### src/rtl/sd_spi_pkg.sv
`default_nettype none
// ============================================================================
// Module      : sd_spi_pkg
// Description : Shared types and constants for the SPI-mode SD host engine:
//               FSM state encoding, command indices, CRC polynomials and the
//               data-token / data-response byte values.
// Revision    : 1.0 - initial release
// ============================================================================
package sd_spi_pkg;

  typedef enum logic [3:0] {
    ST_IDLE     = 4'd0,
    ST_CMD      = 4'd1,
    ST_WAIT_R1  = 4'd2,
    ST_R1       = 4'd3,
    ST_RD_TOKEN = 4'd4,
    ST_RD_DATA  = 4'd5,
    ST_RD_CRC   = 4'd6,
    ST_WR_GAP   = 4'd7,
    ST_WR_TOKEN = 4'd8,
    ST_WR_DATA  = 4'd9,
    ST_WR_CRC   = 4'd10,
    ST_WAIT_DR  = 4'd11,
    ST_DR       = 4'd12,
    ST_BUSY     = 4'd13,
    ST_DONE     = 4'd14
  } state_e;

  localparam logic [5:0]  CMD_READ   = 6'd17;
  localparam logic [5:0]  CMD_WRITE  = 6'd24;
  localparam logic [6:0]  CRC7_POLY  = 7'h09;
  localparam logic [15:0] CRC16_POLY = 16'h1021;
  localparam logic [7:0]  TOKEN      = 8'hFE;
  localparam logic [7:0]  DRESP_OK   = 8'h05;

endpackage
`default_nettype wire

### src/rtl/sd_crc_serial.sv
`default_nettype none
// ============================================================================
// Module      : sd_crc_serial
// Description : Bit-serial CRC generator, MSB-first, zero initial value.
//               clr_i zeroes the register; when clr_i and en_i are both high
//               the incoming bit is folded into a freshly cleared CRC, so the
//               first bit of a field can be absorbed on the same edge that
//               starts the field.
// Ports       : clk, rst    - clock, async active-high reset
//               clr_i       - clear CRC to zero
//               en_i, bit_i - absorb bit_i this cycle
//               crc_o       - current CRC value
// Revision    : 1.0 - initial release
// ============================================================================
module sd_crc_serial
  import sd_spi_pkg::*;
#(
  parameter int               WIDTH = 7,
  parameter logic [WIDTH-1:0] POLY  = CRC7_POLY
) (
  input  logic             clk,
  input  logic             rst,
  input  logic             clr_i,
  input  logic             en_i,
  input  logic             bit_i,
  output logic [WIDTH-1:0] crc_o
);

  logic [WIDTH-1:0] crc_q;
  logic [WIDTH-1:0] crc_d;
  logic [WIDTH-1:0] base;
  logic             fb;

  always_comb begin
    base  = clr_i ? '0 : crc_q;
    fb    = bit_i ^ base[WIDTH-1];
    crc_d = base;
    if (en_i) begin
      crc_d = {base[WIDTH-2:0], 1'b0} ^ (fb ? POLY : '0);
    end
  end

  always_ff @(posedge clk or posedge rst) begin
    if (rst) begin
      crc_q <= '0;
    end else begin
      crc_q <= crc_d;
    end
  end

  assign crc_o = crc_q;

endmodule
`default_nettype wire

### src/rtl/sd_spi_host.sv
`default_nettype none
// ============================================================================
// Module      : sd_spi_host
// Description : SPI-mode SD host engine. Executes one single-block CMD17 read
//               or CMD24 write of a 64-bit block per accepted request and
//               returns read data plus a status pulse.
// Ports       : clk, rst                  - clock, async active-high reset
//               req_valid/req_ready       - request handshake
//               req_write/addr/wdata      - operation, block address, data
//               rsp_valid/rsp_rdata/err   - completion pulse, data, status
//               MOSI / MISO               - serial lines to/from the card
// Revision    : 1.0 - initial release
// ============================================================================
module sd_spi_host
  import sd_spi_pkg::*;
#(
  parameter int UNIT = 8
) (
  input  logic        clk,
  input  logic        rst,
  input  logic        req_valid,
  output logic        req_ready,
  input  logic        req_write,
  input  logic [15:0] req_addr,
  input  logic [63:0] req_wdata,
  output logic        rsp_valid,
  output logic [63:0] rsp_rdata,
  output logic        rsp_err,
  output logic        MOSI,
  input  logic        MISO
);

  state_e      state_q, state_d;
  logic [6:0]  cnt_q, cnt_d;       // bits already handled in current field
  logic [63:0] sr_q, sr_d;         // shared shift register for every field
  logic [63:0] wdata_q, wdata_d;
  logic        write_q, write_d;
  logic        mosi_q, mosi_d;
  logic        err_q, err_d;
  logic [63:0] rdata_q, rdata_d;
  logic        rsp_err_q, rsp_err_d;

  logic        crc7_en, crc7_bit, crc16_clr, crc16_en, crc16_bit;
  logic [6:0]  crc7_val;
  logic [15:0] crc16_val;
  logic [39:0] cmd_word;
  logic [6:0]  cnt_inc;
  logic        mism;

  // First 40 bits of the command frame: start, transmission, index, argument.
  assign cmd_word = {2'b01, (req_write ? CMD_WRITE : CMD_READ), 16'h0000, req_addr};
  assign cnt_inc  = cnt_q + 7'd1;

  sd_crc_serial #(.WIDTH(7), .POLY(CRC7_POLY)) u_crc7 (
    .clk   (clk),
    .rst   (rst),
    .clr_i (state_q == ST_IDLE),
    .en_i  (crc7_en),
    .bit_i (crc7_bit),
    .crc_o (crc7_val)
  );

  assign crc16_clr = (state_q == ST_RD_TOKEN) || (state_q == ST_WR_TOKEN);

  sd_crc_serial #(.WIDTH(16), .POLY(CRC16_POLY)) u_crc16 (
    .clk   (clk),
    .rst   (rst),
    .clr_i (crc16_clr),
    .en_i  (crc16_en),
    .bit_i (crc16_bit),
    .crc_o (crc16_val)
  );

  always_comb begin
    state_d   = state_q;
    cnt_d     = cnt_q;
    sr_d      = sr_q;
    wdata_d   = wdata_q;
    write_d   = write_q;
    mosi_d    = 1'b1;
    err_d     = err_q;
    rdata_d   = rdata_q;
    rsp_err_d = rsp_err_q;
    crc7_en   = 1'b0;
    crc7_bit  = 1'b0;
    crc16_en  = 1'b0;
    crc16_bit = 1'b0;
    mism      = 1'b0;
    case (state_q)
      ST_IDLE: begin
        if (req_valid) begin
          // Start bit leaves on the acceptance edge and enters the CRC7.
          mosi_d   = cmd_word[39];
          crc7_en  = 1'b1;
          crc7_bit = cmd_word[39];
          sr_d     = {cmd_word[38:0], 25'd0};
          cnt_d    = 7'd1;
          write_d  = req_write;
          wdata_d  = req_wdata;
          err_d    = 1'b0;
          state_d  = ST_CMD;
        end
      end
      ST_CMD: begin
        if (cnt_q < 7'd40) begin
          mosi_d   = sr_q[63];
          crc7_en  = 1'b1;
          crc7_bit = sr_q[63];
          sr_d     = {sr_q[62:0], 1'b0};
        end else if (cnt_q == 7'd40) begin
          // CRC7 is final now; send its MSB and queue the rest plus end bit.
          mosi_d = crc7_val[6];
          sr_d   = {crc7_val[5:0], 1'b1, 57'd0};
        end else begin
          mosi_d = sr_q[63];
          sr_d   = {sr_q[62:0], 1'b0};
        end
        cnt_d = cnt_inc;
        if (cnt_q == 7'd47) begin
          cnt_d   = 7'd0;
          state_d = ST_WAIT_R1;
        end
      end
      ST_WAIT_R1: begin
        if (!MISO) begin
          cnt_d   = 7'd1;
          state_d = ST_R1;
        end
      end
      ST_R1: begin
        cnt_d = cnt_inc;
        if (cnt_q == 7'd7) begin
          cnt_d   = 7'd0;
          state_d = write_q ? ST_WR_GAP : ST_RD_TOKEN;
        end
      end
      ST_RD_TOKEN: begin
        if (!MISO) begin
          cnt_d   = 7'd0;
          state_d = ST_RD_DATA;
        end
      end
      ST_RD_DATA: begin
        sr_d      = {sr_q[62:0], MISO};
        crc16_en  = 1'b1;
        crc16_bit = MISO;
        cnt_d     = cnt_inc;
        if (cnt_q == 7'd63) begin
          cnt_d   = 7'd0;
          state_d = ST_RD_CRC;
        end
      end
      ST_RD_CRC: begin
        // Received CRC is checked bit by bit so sr_q can keep the data.
        mism  = MISO ^ crc16_val[4'd15 - cnt_q[3:0]];
        err_d = err_q | mism;
        cnt_d = cnt_inc;
        if (cnt_q == 7'd15) begin
          rdata_d   = sr_q;
          rsp_err_d = err_q | mism;
          state_d   = ST_DONE;
        end
      end
      ST_WR_GAP: begin
        cnt_d = cnt_inc;
        if (cnt_q == 7'(UNIT - 1)) begin
          mosi_d  = TOKEN[7];
          sr_d    = {TOKEN[6:0], 57'd0};
          cnt_d   = 7'd1;
          state_d = ST_WR_TOKEN;
        end
      end
      ST_WR_TOKEN: begin
        mosi_d = sr_q[63];
        sr_d   = {sr_q[62:0], 1'b0};
        cnt_d  = cnt_inc;
        if (cnt_q == 7'd7) begin
          sr_d    = wdata_q;
          cnt_d   = 7'd0;
          state_d = ST_WR_DATA;
        end
      end
      ST_WR_DATA: begin
        mosi_d    = sr_q[63];
        crc16_en  = 1'b1;
        crc16_bit = sr_q[63];
        sr_d      = {sr_q[62:0], 1'b0};
        cnt_d     = cnt_inc;
        if (cnt_q == 7'd63) begin
          cnt_d   = 7'd0;
          state_d = ST_WR_CRC;
        end
      end
      ST_WR_CRC: begin
        mosi_d = crc16_val[4'd15 - cnt_q[3:0]];
        cnt_d  = cnt_inc;
        if (cnt_q == 7'd15) begin
          cnt_d   = 7'd0;
          state_d = ST_WAIT_DR;
        end
      end
      ST_WAIT_DR: begin
        if (!MISO) begin
          sr_d    = {sr_q[62:0], MISO};
          cnt_d   = 7'd1;
          state_d = ST_DR;
        end
      end
      ST_DR: begin
        sr_d  = {sr_q[62:0], MISO};
        cnt_d = cnt_inc;
        if (cnt_q == 7'd7) begin
          err_d   = ({sr_q[6:0], MISO} != DRESP_OK);
          state_d = ST_BUSY;
        end
      end
      ST_BUSY: begin
        if (MISO) begin
          rsp_err_d = err_q;
          state_d   = ST_DONE;
        end
      end
      ST_DONE: begin
        state_d = ST_IDLE;
      end
      default: begin
        state_d = ST_IDLE;
      end
    endcase
  end

  always_ff @(posedge clk or posedge rst) begin
    if (rst) begin
      state_q   <= ST_IDLE;
      cnt_q     <= '0;
      sr_q      <= '0;
      wdata_q   <= '0;
      write_q   <= 1'b0;
      mosi_q    <= 1'b1;
      err_q     <= 1'b0;
      rdata_q   <= '0;
      rsp_err_q <= 1'b0;
    end else begin
      state_q   <= state_d;
      cnt_q     <= cnt_d;
      sr_q      <= sr_d;
      wdata_q   <= wdata_d;
      write_q   <= write_d;
      mosi_q    <= mosi_d;
      err_q     <= err_d;
      rdata_q   <= rdata_d;
      rsp_err_q <= rsp_err_d;
    end
  end

  assign MOSI      = mosi_q;
  assign req_ready = (state_q == ST_IDLE);
  assign rsp_valid = (state_q == ST_DONE);
  assign rsp_rdata = rdata_q;
  assign rsp_err   = rsp_err_q;

endmodule
`default_nettype wire

### config.mk
export PLATFORM = sky130hd
export DESIGN_NAME = sd_spi_host
export DESIGN_NICKNAME = d
export VERILOG_FILES = /design/src/rtl/sd_spi_pkg.sv /design/src/rtl/sd_crc_serial.sv /design/src/rtl/sd_spi_host.sv
export SDC_FILE = /design/constraint.sdc
export NUM_CORES = 1
export LEC_CHECK = 0
export BUFFER_PORTS_ARGS = -buffer_cell sky130_fd_sc_hd__buf_2
export CAP_MARGIN = 5
export CORE_MARGIN = 2
export CORE_UTILIZATION = 55
export CTS_BUF_LIST = sky130_fd_sc_hd__clkbuf_8
export CTS_CLUSTER_SIZE = 16
export DETAILED_ROUTE_END_ITERATION = 12
export GPL_ROUTABILITY_DRIVEN = 1
export PLACE_DENSITY = 0.77
export SLEW_MARGIN = 20
export SYNTH_ARGS = -nofsm -noshare
export SYNTH_HDL_FRONTEND = slang
export SYNTH_SLANG_ARGS = --single-unit
### constraint.sdc
create_clock -name clk -period 12.4 [get_ports clk]
set_input_delay 1.86 -clock clk [delete_from_list [all_inputs] [get_ports clk]]
set_output_delay 1.86 -clock clk [all_outputs]
set_load 0.005 [all_outputs]
==> results of run 1 <==
[stage by stage]
| stage | power [mW] | setup slack [ns] |
|---|---|---|
| 6_report | 2.61 | 8.47 |
| 5_1_grt | 2.77 | 8.36 |
| 3_3_place_gp | 1.92 | 8.56 |
| 4_1_cts | 2.61 | 8.46 |
| 3_5_place_dp | 1.95 | 8.44 |
| 2_1_floorplan | 1.73 | 4.24 |
[cell usage after synthesis, types with 3 or more instances]
cell type | instances | area, µm²
xor2_1 | 3 | 26.3
buf_1 | 3 | 11.3
and2b_2 | 5 | 43.8
clkbuf_8 | 6 | 82.6
a31oi_1 | 7 | 43.8
nor2_1 | 30 | 113
o31ai_1 | 45 | 338
and3_1 | 3 | 18.8
dfrtp_1 | 229 | 5730
or2b_2 | 3 | 26.3
mux4_2 | 5 | 113
inv_1 | 7 | 26.3
o21ai_0 | 48 | 240
a21o_1 | 3 | 22.5
nand2b_1 | 8 | 50.1
nand2_1 | 110 | 413
a222oi_1 | 16 | 160
nor2b_1 | 5 | 31.3
a221o_1 | 6 | 60.1
nand3_1 | 5 | 25.0
a211oi_1 | 4 | 30.0
nor3_1 | 6 | 30.0
xnor2_1 | 4 | 35.0
a22oi_1 | 3 | 22.5
mux2i_1 | 7 | 70.1
a21oi_1 | 97 | 485
nor4b_1 | 4 | 35.0
a22o_1 | 8 | 70.1
mux2_2 | 128 | 1440
clkbuf_1 | 59 | 221
[logic make-up after synthesis]
logic type / share of synthesized area, %
AO/OA/AOI/OAI: 16.1
XOR/XNOR: 0.582
adder cells (fa/ha/maj): 0.238
buffers and inverters: 3.60
flip-flops: 54.7
multiplexers: 15.4
AND/OR/NAND/NOR: 9.43
[routing by layer]
layer  up-vias  routed length, µm  global-route usage, %
met2       295              11900                   39.6
met5         -                 27                      0
met4         4                745                   9.85
met1      4020              10800                   34.4
li1       3668                  -                      -
met3        59               1710                   5.79
[placed cells by master (no fill, tap or decap), types with 3 or more instances in the layout]
cell | synthesis | layout
dfrtp_1 | 229 | 229
buf_2 | 2 | 152
mux2_2 | 128 | 128
nand2_1 | 110 | 109
a21oi_1 | 97 | 97
clkbuf_8 | 6 | 50
o21ai_0 | 48 | 47
o31ai_1 | 45 | 44
nor2_1 | 30 | 30
inv_1 | 7 | 18
a222oi_1 | 16 | 16
buf_4 | 0 | 15
nand2b_1 | 8 | 8
a22o_1 | 8 | 8
a31oi_1 | 7 | 7
mux2i_1 | 7 | 7
nor3_1 | 6 | 6
a221o_1 | 6 | 6
nand3_1 | 5 | 5
nor2b_1 | 5 | 5
and2b_2 | 5 | 5
mux4_2 | 5 | 5
xnor2_1 | 4 | 4
a211oi_1 | 4 | 4
clkinv_2 | 0 | 4
or2b_2 | 3 | 3
a21o_1 | 3 | 3
nor4b_1 | 4 | 3
a22oi_1 | 3 | 3
xor2_1 | 3 | 3
[cell type report]
cell class | instances | share of cell area, %
Sequential cell | 230 | 47.3
Multi-Input combinational cell | 614 | 36.4
Timing Repair Buffer | 167 | 7.18
Clock buffer | 50 | 5.66
Tap cell | 234 | 2.41
Clock inverter | 18 | 0.669
Inverter | 7 | 0.319
Antenna cell | 1 | 0.0206
[worst register-to-register path: cells and delay by family (launching register included)]
kind | cells | cell delay (ns)
AO/OA/AOI/OAI | 4 | 1.26
flip-flops | 1 | 0.62
AND/OR/NAND/NOR | 2 | 0.31
buffers and inverters | 2 | 0.72
adder cells (fa/ha/maj) | 1 | 0.21
[worst paths after layout]
kind | to | depth (start not counted)
max reg2reg | sr_q[34] | 9
max | req_ready | 5
min | sr_q[56] | 2
min reg2reg | sr_q[56] | 2
min in group asynchronous | rsp_rdata[7] | 2
max in group asynchronous | wdata_q[59] | 3
[where the power goes]
group / leakage (nW) / internal (mW) / total, mW / switching (mW)
clock network: 0.444 / 0.362 / 0.660 / 0.298
logic: 2.33 / 0.344 / 0.878 / 0.534
registers: 3.04 / 0.929 / 1.07 / 0.145
[flip-flops by register name, summed over array words and instances (netlist names), 4 cells and up]
register / count
rsp_rdata: 64
sr_q: 64
wdata_q: 64
u_crc16.crc_o: 16
cnt_q: 7
u_crc7.crc_o: 7
state_q: 4
==> summary.md, run 1 <==
| Metric | Value |
|---|---|
| Outcome | `finished, final reports clean` |
| CTS tree | `yes` |
| Synth warn | `0` |
| Worst-path maximum fanout | `48` |
| Design area | `~0.012 mm²` |
| Setup Buffers After CTS | `0` |
| FF+latch count, synth | `230` |
| Fin crit share | `31.7%` |
| DRC viols | `0` |
| FFs w/ async S/R, synth | `100%` |
| Post-Place Cell Area | `between 0.01 and 0.015 mm²` |
| Post-DP HPWL | `15.6 mm` |
| Slew headroom | `about a third` |
| Worst Path Class, Setup | `flip-flop to output port` |
| Register area | `0.00576 mm²` |
| Core ar. | `around 0.019 mm²` |
| Class of the tightest hold or removal check | `flip-flop to flip-flop` |
| Number of synthesized flops with an enable pin | `0` |
| Resized cells post-CTS | `0` |
| Placed cells | `between 1000 and 1500` |
| Worst Path Buf+Inv | `3` |
| Mapped Nets | `1011` |
| Cell Pwr Density | `approximately 210 mW/mm²` |
| Post-Layout Cell Count | `approximately 1300` |
| Cell Chain, Critical Path | `buf_4, or2_2, nor3_1, buf_4, buf_2` |
| Die W | `~140 µm` |
| Die area | `a little over 0.02 mm²` |
| Avg Inst Size Synth | `between 10 and 15 µm²` |
| Hold_ws | `0.476 ns` |
| Drt first pass iters | `7` |
| Pin slew with the least headroom to its limit | `between 0.9 and 1 ns` |
| Vias/cell | `just over 6` |
| Multi-input logic area | `0.00443 mm²` |
| Starting Density | `a little under three fifths` |
| Worst vdd ir | `about 0.00013 V` |
| Hold-fix buffers, CTS | `0` |
| Delay-heaviest family, CP | `buffers and inverters` |
| Post-route ant nets | `0` |
| Max frequency | `roughly 250 MHz` |
| Port bufs | `around 150` |
| CP dominant cell by count | `buf_4` |
| Gpl congestion | `roughly 0.9` |
| # clock sinks | `230` |
| Most used flip-flop cell after synthesis | `dfrtp_1` |
| Worst hold start | `sr_q[56]` |
| Setup TNS | `0 ns` |
| Drt first-iter violations | `roughly 750` |
| Clock-pin slew on the worst setup and hold paths | `approximately 0.060 ns` |
| FP Rows | `50` |
| Initial antenna violation count | `3` |
| Sequential fraction of the synthesis area | `approximately 55%` |
| Gr usage total | `about a quarter` |
| CTS Root Buffer Type | `clkbuf_8` |
| Slowest-stage cell, CP | `or2_2` |
| FILL cells | `roughly 1500` |
| H-tree level count | `2` |
| Tmin final | `between 3 and 4 ns` |
| Synth cell types | `73` |
| CP endpoint kind | `output port` |
| Worst clock skew | `0.0184 ns` |
| Routed wire length | `~25 mm` |
| Synth Cell Area | `between 0.01 and 0.015 mm²` |
| Total global routing overflow | `0` |
| Leakage | `about 5.8 nW` |
| Max stage delay on crit path | `around 0.37 ns` |
| Endpoints failing hold | `0` |
| CTS max path bufs | `3` |
| CTS buffer count | `39` |
| Vias | `~8000` |
| CP startpoint | `state_q[0]` |
| Final Util | `approximately 65%` |
| Worst r2r src | `cnt_q[0]` |
| Wire length of the first global-routing pass | `40.9 mm` |
| Startpoint types | `flip-flop` |
| IO Pins | `between 150 and 200` |
| Slew Limit Fails | `0` |
| Layout area overhead | `15.5%` |
| Vias in the first global route | `about 8000` |
| RSZ-0062 raised after global routing | `no` |
| Crit path required time | `~11 ns` |
| Final setup viols | `0` |
| Layout cells sized above 1 | `a little over a third` |
| Final nets | `between 1000 and 1500` |
| Register-to-Register Setup Slack | `roughly 9.2 ns` |
| Crit path arrival time | `between 2 and 2.5 ns` |
| Routed wire per std cell | `between 15 and 20 µm` |
| Cell count after synthesis | `about 900` |
| Largest net degree at the start of global routing | `roughly 160` |
| Die outline height | `around 140 µm` |
| MaxCap Viol Count | `0` |
| Worst skew pair latency | `0.52 ns` |
Note: power is estimated with default switching activity, not from simulation.
==> run 2, diff against run 1 <==
ABC_AREA = 1   (was not set)
clock period = 3.8 ns   (was 12.4 ns; I/O delays follow)
==> summary.md, run 2 <==
| Metric | Value |
|---|---|
| CTS tree | `yes` |
| Crit path arrival time | `approximately 3.2 ns` |
| Main area contributors after synthesis | `dfrtp_1 52%, nand2_1 9.5%, o21ai_0 7.4%, inv_1 6.3%, o21ai_1 4.0%` |
| Register-to-Register Setup Slack | `roughly 1.1 ns` |
| Starting Density | `between 50 and 60%` |
| Sw frac | `roughly a quarter` |
| Outcome | `finished, final reports clean` |
| Total global routing overflow | `0` |
| FP Rows | `around 50` |
| Worst reg-to-reg path cell count | `10` |
| Comb power frac | `6.4%` |
| Cell Pwr Density | `approximately 400 mW/mm²` |
| Clock power frac | `between 40 and 50%` |
| Die area | `0.0210 mm²` |
| Int Pwr | `approximately 4 mW` |
| RR Endpoint | `sr_q[45]` |
| Fin crit share | `71.5%` |
| Tmin final | `between 2 and 3 ns` |
| Commonest non-fill, non-tap cell in the layout | `nand2_1` |
| Leakage | `about 6.6 nW` |
| Drt first pass iters | `4` |
| Final worst setup slack | `roughly 1.1 ns` |
| Routed wire per std cell | `around 15 µm` |
| Cell Chain, Critical Path | `ha_1, nand2_1, nor2_1, nand2_1, nand2_2, nand2_4, nor2_8, buf_4, nand2_1, o21ai_1` |
| Gpl congestion | `roughly 0.94` |
| H-tree level count | `2` |
| Mapped Nets | `~1400` |
| Drt first-iter violations | `about 600` |
| Sequential fraction of the synthesis area | `between 50% and 60%` |
| MaxCap Viol Count | `0` |
| Worst vdd ir | `0.000271 V` |
| Slew headroom | `a little over two fifths` |
| CTS Root Buffer Type | `clkbuf_8` |
| Setup Buffers After CTS | `0` |
| Endpoints failing hold | `0` |
| Number of synthesized flops with an enable pin | `0` |
| Resized cells post-CTS | `0` |
| Cell taking the most area after synthesis | `dfrtp_1` |
| Setup TNS | `0 ns` |
| Post-route ant nets | `0` |
| Cell count after synthesis | `1267` |
| Max stage delay on crit path | `about 0.59 ns` |
| Delay-heaviest family, CP | `simple AND/OR/NAND/NOR gates` |
| Slowest-stage cell, CP | `dfrtp_1` |
| Layout cells sized above 1 | `a little over a fifth` |
| N_diodes | `0` |
| Port bufs | `152` |
| Final Util | `approximately 65%` |
| IO Pins | `153` |
| Max frequency | `approximately 370 MHz` |
| Synth cell types | `41` |
| # clock sinks | `230` |
| Synth warn | `0` |
| Worst r2r src | `cnt_q[0]` |
| Die W | `approximately 140 µm` |
| Core ar. | `0.0195 mm²` |
| Flop pwr share | `~50%` |
| Startpoint types | `flip-flop` |
| Commonest cells after routing, fill and taps aside | `275 x nand2_1, 229 x dfrtp_1, 195 x inv_1` |
| DRC viols | `0` |
| Avg Inst Size Synth | `8.62 µm²` |
| Pin slew with the least headroom to its limit | `between 0.8 and 0.9 ns` |
| Final setup viols | `0` |
| DP Worst Slack | `about 1.1 ns` |
| Worst-path maximum fanout | `43` |
| FFs w/ async S/R, synth | `100%` |
| Vias | `approximately 8900` |
| Layout area overhead | `15.1%` |
| Worst Path Class, Setup | `flip-flop to flip-flop` |
| Wire length of the first global-routing pass | `roughly 44 mm` |
| Top cells by count, synth | `276 x nand2_1, 229 x dfrtp_1, 182 x inv_1` |
| Final nets | `1500` |
| Cell with the most instances after synthesis | `nand2_1` |
| Slew Limit Fails | `0` |
| Worst skew pair latency | `0.55 ns` |
| Vias/cell | `5.23` |
| Initial antenna violation count | `0` |
| Worst clock skew | `0.0154 ns` |
| Crit path required time | `~4.3 ns` |
| CTS max path bufs | `3` |
| CTS buffer count | `39` |
| Routed wire length | `between 20 and 30 mm` |
| Vias in the first global route | `around 8700` |
| Hold-fix buffers, CTS | `0` |
| Gr usage total | `roughly a quarter` |
| Sw Pwr | `roughly 1.3 mW` |
| Worst Path Buf+Inv | `1` |
| Largest net degree at the start of global routing | `between 70 and 80` |
| CP endpoint kind | `flip-flop` |
| Clock-pin slew on the worst setup and hold paths | `0.06 ns` |
| RSZ-0062 raised after global routing | `no` |
| Most used flip-flop cell after synthesis | `dfrtp_1` |
| Die outline height | `roughly 140 µm` |
| Synth Cell Area | `between 0.01 and 0.015 mm²` |
| CP startpoint | `cnt_q[0]` |
| Post-DP HPWL | `around 17 mm` |
| Top cell type's share of synthesized area | `52.5%` |
| Class of the tightest hold or removal check | `primary input to async pin` |
| CP dominant cell by count | `nand2_1` |
| FF+latch count, synth | `230` |
==> run 2: cell count changes after synthesis, sizes merged, moves of 57 or more <==
cell | previous run | this run
nor2 | 30 | 87
a21oi | 97 | 18
inv | 7 | 194
nand2 | 110 | 289
o21ai | 50 | 257
mux2 | 128 | 1
==> run 2: area by class of cell <==
type | count | area, µm²
Tap cell | 265 | 332
Multi-Input combinational cell | 782 | 4040
Fill cell | 1624 | 6900
Timing Repair Buffer | 165 | 908
Sequential cell | 230 | 5760
Clock inverter | 24 | 159
Clock buffer | 46 | 633
Inverter | 195 | 743
==> run 2: kinds of logic (layout without fill, tap and decap cells) <==
group / after synthesis / in the layout / share of synthesized area [%]
and+or+nand+nor: 441 / 441 / 17.6
AOI/OAI and AO/OA: 333 / 333 / 18.5
buffers and inverters: 255 / 430 / 10.4
DFF: 230 / 230 / 52.7
xor gates and xnor gates: 5 / 5 / 0.470
adders and majority gates: 2 / 2 / 0.229
muxes: 1 / 1 / 0.103
==> run 2: power by group through the flow <==
| stage | registers (mW) | logic (mW) | clock network, mW |
|---|---|---|---|
| finish | 2.59 | 0.329 | 2.26 |
| floorplan | 2.62 | 0.221 | 0 |
| global route | 2.60 | 0.381 | 2.42 |
| detailed placement | 2.63 | 0.331 | 0 |
| global placement | 2.63 | 0.322 | 0 |
| CTS | 2.59 | 0.334 | 2.29 |
==> run 2: per-layer routing <==
metal / wire, µm / up-vias / track usage (%) / share of wire (%)
met5: 0 / - / 0 / 0
met4: 676 / 0 / 9.41 / 2.6
met3: 1350 / 53 / 3.90 / 5.2
met2: 11900 / 251 / 39.1 / 46
met1: 11800 / 4246 / 35.8 / 46
li1: - / 4384 / - / -
==> run 2: worst max path at each step <==
stage	endpoint	cells after the start
after CTS	sr_q[45]	10
after floorplan	cnt_q[0]	1
after detailed placement	sr_q[45]	10
after global placement	sr_q[45]	10
after global routing	sr_q[46]	10
final	sr_q[45]	10
==> run 2: worst register-to-register path, stage by stage (launching register included) <==
cell	delay, ns
dfrtp_1	0.59
ha_1	0.24
nand2_1	0.07
nor2_1	0.09
nand2_1	0.22
nand2_2	0.20
nand2_4	0.11
nor2_8	0.40
buf_4	0.49
nand2_1	0.14
o21ai_1	0.09
==> run 2: metrics by stage <==
step	power, mW	std cells	instance area (µm²)	hold WS (ns)
2_1_floorplan	2.85	1267	10900	0.442
3_3_place_gp	2.95	1637	11800	0.461
3_5_place_dp	2.97	1637	11800	0.467
4_1_cts	5.22	1707	12600	0.0473
5_1_grt	5.40	1707	12600	0.0770
6_report	5.18	1707	12600	0.0502
==> run 3, diff against run 2 <==
CORE_UTILIZATION = 54   (was 55)
PLACE_DENSITY = 0.79   (was 0.77)
clock period = 2.3 ns   (was 3.8 ns; I/O delays follow)
==> summary.md, run 3 (synthesis results as in run 2) <==
| Metric | Value |
|---|---|
| Vias/cell | `approximately 5.2` |
| Wire length of the first global-routing pass | `43.6 mm` |
| Worst hold start | `req_wdata[43]` |
| Worst-path maximum fanout | `10` |
| Tmin final | `around 2.2 ns` |
| M2 GR Usage | `approximately 40%` |
| # clock sinks | `230` |
| CP endpoint kind | `output port` |
| Total global routing overflow | `0` |
| Routed wire per std cell | `15.1 µm` |
| Layout cells sized above 1 | `roughly 23%` |
| Port bufs | `between 150 and 200` |
| Slew headroom | `a little over 70%` |
| Vias in the first global route | `9033` |
| Commonest cells after routing, fill and taps aside | `274 x nand2_1, 229 x dfrtp_1, 188 x inv_1` |
| CP startpoint | `state_q[1]` |
| Sw Pwr | `between 2 and 2.5 mW` |
| Worst reg-to-reg path cell count | `11` |
| Post-DP HPWL | `18.0 mm` |
| N_diodes | `0` |
| Die W | `~150 µm` |
| Die outline height | `between 100 and 150 µm` |
| Final setup viols | `0` |
| Gr usage total | `between 20% and 30%` |
| CTS tree | `yes` |
| WHS Endpoint | `wdata_q[43]` |
| Clock power frac | `roughly 43%` |
| Routed wire length | `roughly 26 mm` |
| Worst Path Buf+Inv | `3` |
| Max stage delay on crit path | `~0.5 ns` |
| Fin crit share | `95.2%` |
| CTS max path bufs | `3` |
| Setup Buffers After CTS | `0` |
| Core ar. | `between 0.02 and 0.025 mm²` |
| Delay-heaviest family, CP | `flip-flops` |
| CTS buffer count | `39` |
| RR Endpoint | `sr_q[35]` |
| Class of the tightest hold or removal check | `primary input to flip-flop` |
| FP Rows | `52` |
| Cell Chain, Critical Path | `inv_1, nand2_2, nor2_4, buf_4, buf_2` |
| Pin slew with the least headroom to its limit | `approximately 0.43 ns` |
| Post-Place Cell Area | `0.0120 mm²` |
| Cell Pwr Density | `~660 mW/mm²` |
| Startpoint types | `flip-flop` |
| H-tree level count | `2` |
| Outcome | `finished, final reports clean` |
| Slowest-stage cell, CP | `dfrtp_1` |
| Starting Density | `a little over half` |
| Crit path arrival time | `1.84 ns` |
| Final nets | `approximately 1500` |
| MaxCap Viol Count | `0` |
| Design area | `roughly 0.013 mm²` |
| RSZ-0062 raised after global routing | `no` |
| Commonest non-fill, non-tap cell in the layout | `nand2_1` |
| Layout area overhead | `18.3%` |
| Max frequency | `457 MHz` |
| Drt first-iter violations | `632` |
| Post-route ant nets | `0` |
| Int Pwr | `6.50 mW` |
| DRC viols | `0` |
| IO Pins | `about 150` |
| Clock-pin slew on the worst setup and hold paths | `about 0.060 ns` |
| Worst skew pair latency | `roughly 0.53 ns` |
| Worst vdd ir | `0.000406 V` |
| Setup TNS | `0 ns` |
| Grt met3 use | `roughly 5%` |
| Register-to-Register Setup Slack | `0.24 ns` |
| Worst r2r src | `cnt_q[1]` |
| Leakage | `~6.7 nW` |
| Drt first pass iters | `5` |
| Met1 Usage GRT | `33.5%` |
| Worst clock skew | `~0.018 ns` |
| Vias | `around 9000` |
| Hold_ws | `about 0.032 ns` |
| Flop pwr share | `50.2%` |
| Slew Limit Fails | `0` |
| Crit path required time | `~2.0 ns` |
| Worst Path Class, Setup | `flip-flop to output port` |
| Initial antenna violation count | `0` |
| Largest net degree at the start of global routing | `86` |
| Gpl congestion | `0.891` |
| Most Crowded Layer GR | `met2` |
| Sw frac | `a little under a quarter` |
| Endpoints failing hold | `0` |
| Comb power frac | `roughly 6.7%` |
| WHS Path Cells | `3` |
| CTS Root Buffer Type | `clkbuf_8` |
| Die area | `about 0.021 mm²` |
-- run 3: metal layers --
metal / vias up / share of wire (%)
met5: - / 0
met4: 0 / 3.5
met3: 63 / 5.4
met2: 270 / 47
met1: 4262 / 44
li1: 4416 / -
-- run 3: cell type report --
cell class	instances	area, µm²
Tap cell	270	338
Sequential cell	230	5760
Clock inverter	15	93.8
Multi-Input combinational cell	782	4050
Clock buffer	50	688
Timing Repair Buffer	191	1250
Inverter	195	743
Fill cell	1703	7120
-- run 3: how the worst max path moves through the flow --
stage / end / slack, ns / cells after the start
global route: req_ready / 0.007 / 5
global placement: state_q[1] / 0.27 / 10
floorplan: cnt_q[0] / -1.05 / 1
finish: req_ready / 0.11 / 5
detailed placement: sr_q[35] / 0.19 / 11
CTS: req_ready / 0.07 / 5
-- run 3: per-stage QoR --
stage          cells  setup WS, ns  utilization (%)  power, mW
3_3_place_gp    1659         0.269             60.1       4.89
6_report        1733         0.110             64.5       8.54
4_1_cts         1732        0.0742             64.4       8.63
3_5_place_dp    1659         0.188             60.1       4.92
5_1_grt         1733       0.00741             64.5       8.92
2_1_floorplan   1267         -1.05                -       4.70
-- run 3: power groups by stage --
stage	Clock, mW	Sequential [mW]	Combinational (mW)
2_1_floorplan	0	4.34	0.365
3_3_place_gp	0	4.35	0.542
3_5_place_dp	0	4.36	0.562
4_1_cts	3.76	4.29	0.577
5_1_grt	3.97	4.30	0.656
6_report	3.68	4.29	0.570
-- run 3: what timing repair did --
action                                  in CTS  in global routing
resized for setup                            0                  4
hold endpoints to repair                    15                  1
hold buffers                                 8                  1
endpoints found under the setup margin       0                 15
-- run 3: worst reg2reg max path, delay by kind of cell (launching register included) --
| kind | cells | cell delay (ns) |
|---|---|---|
| compound gates | 3 | 0.34 |
| fa+ha+maj | 1 | 0.21 |
| buf+inv | 1 | 0.22 |
| flops | 1 | 0.45 |
| simple gates | 6 | 0.72 |
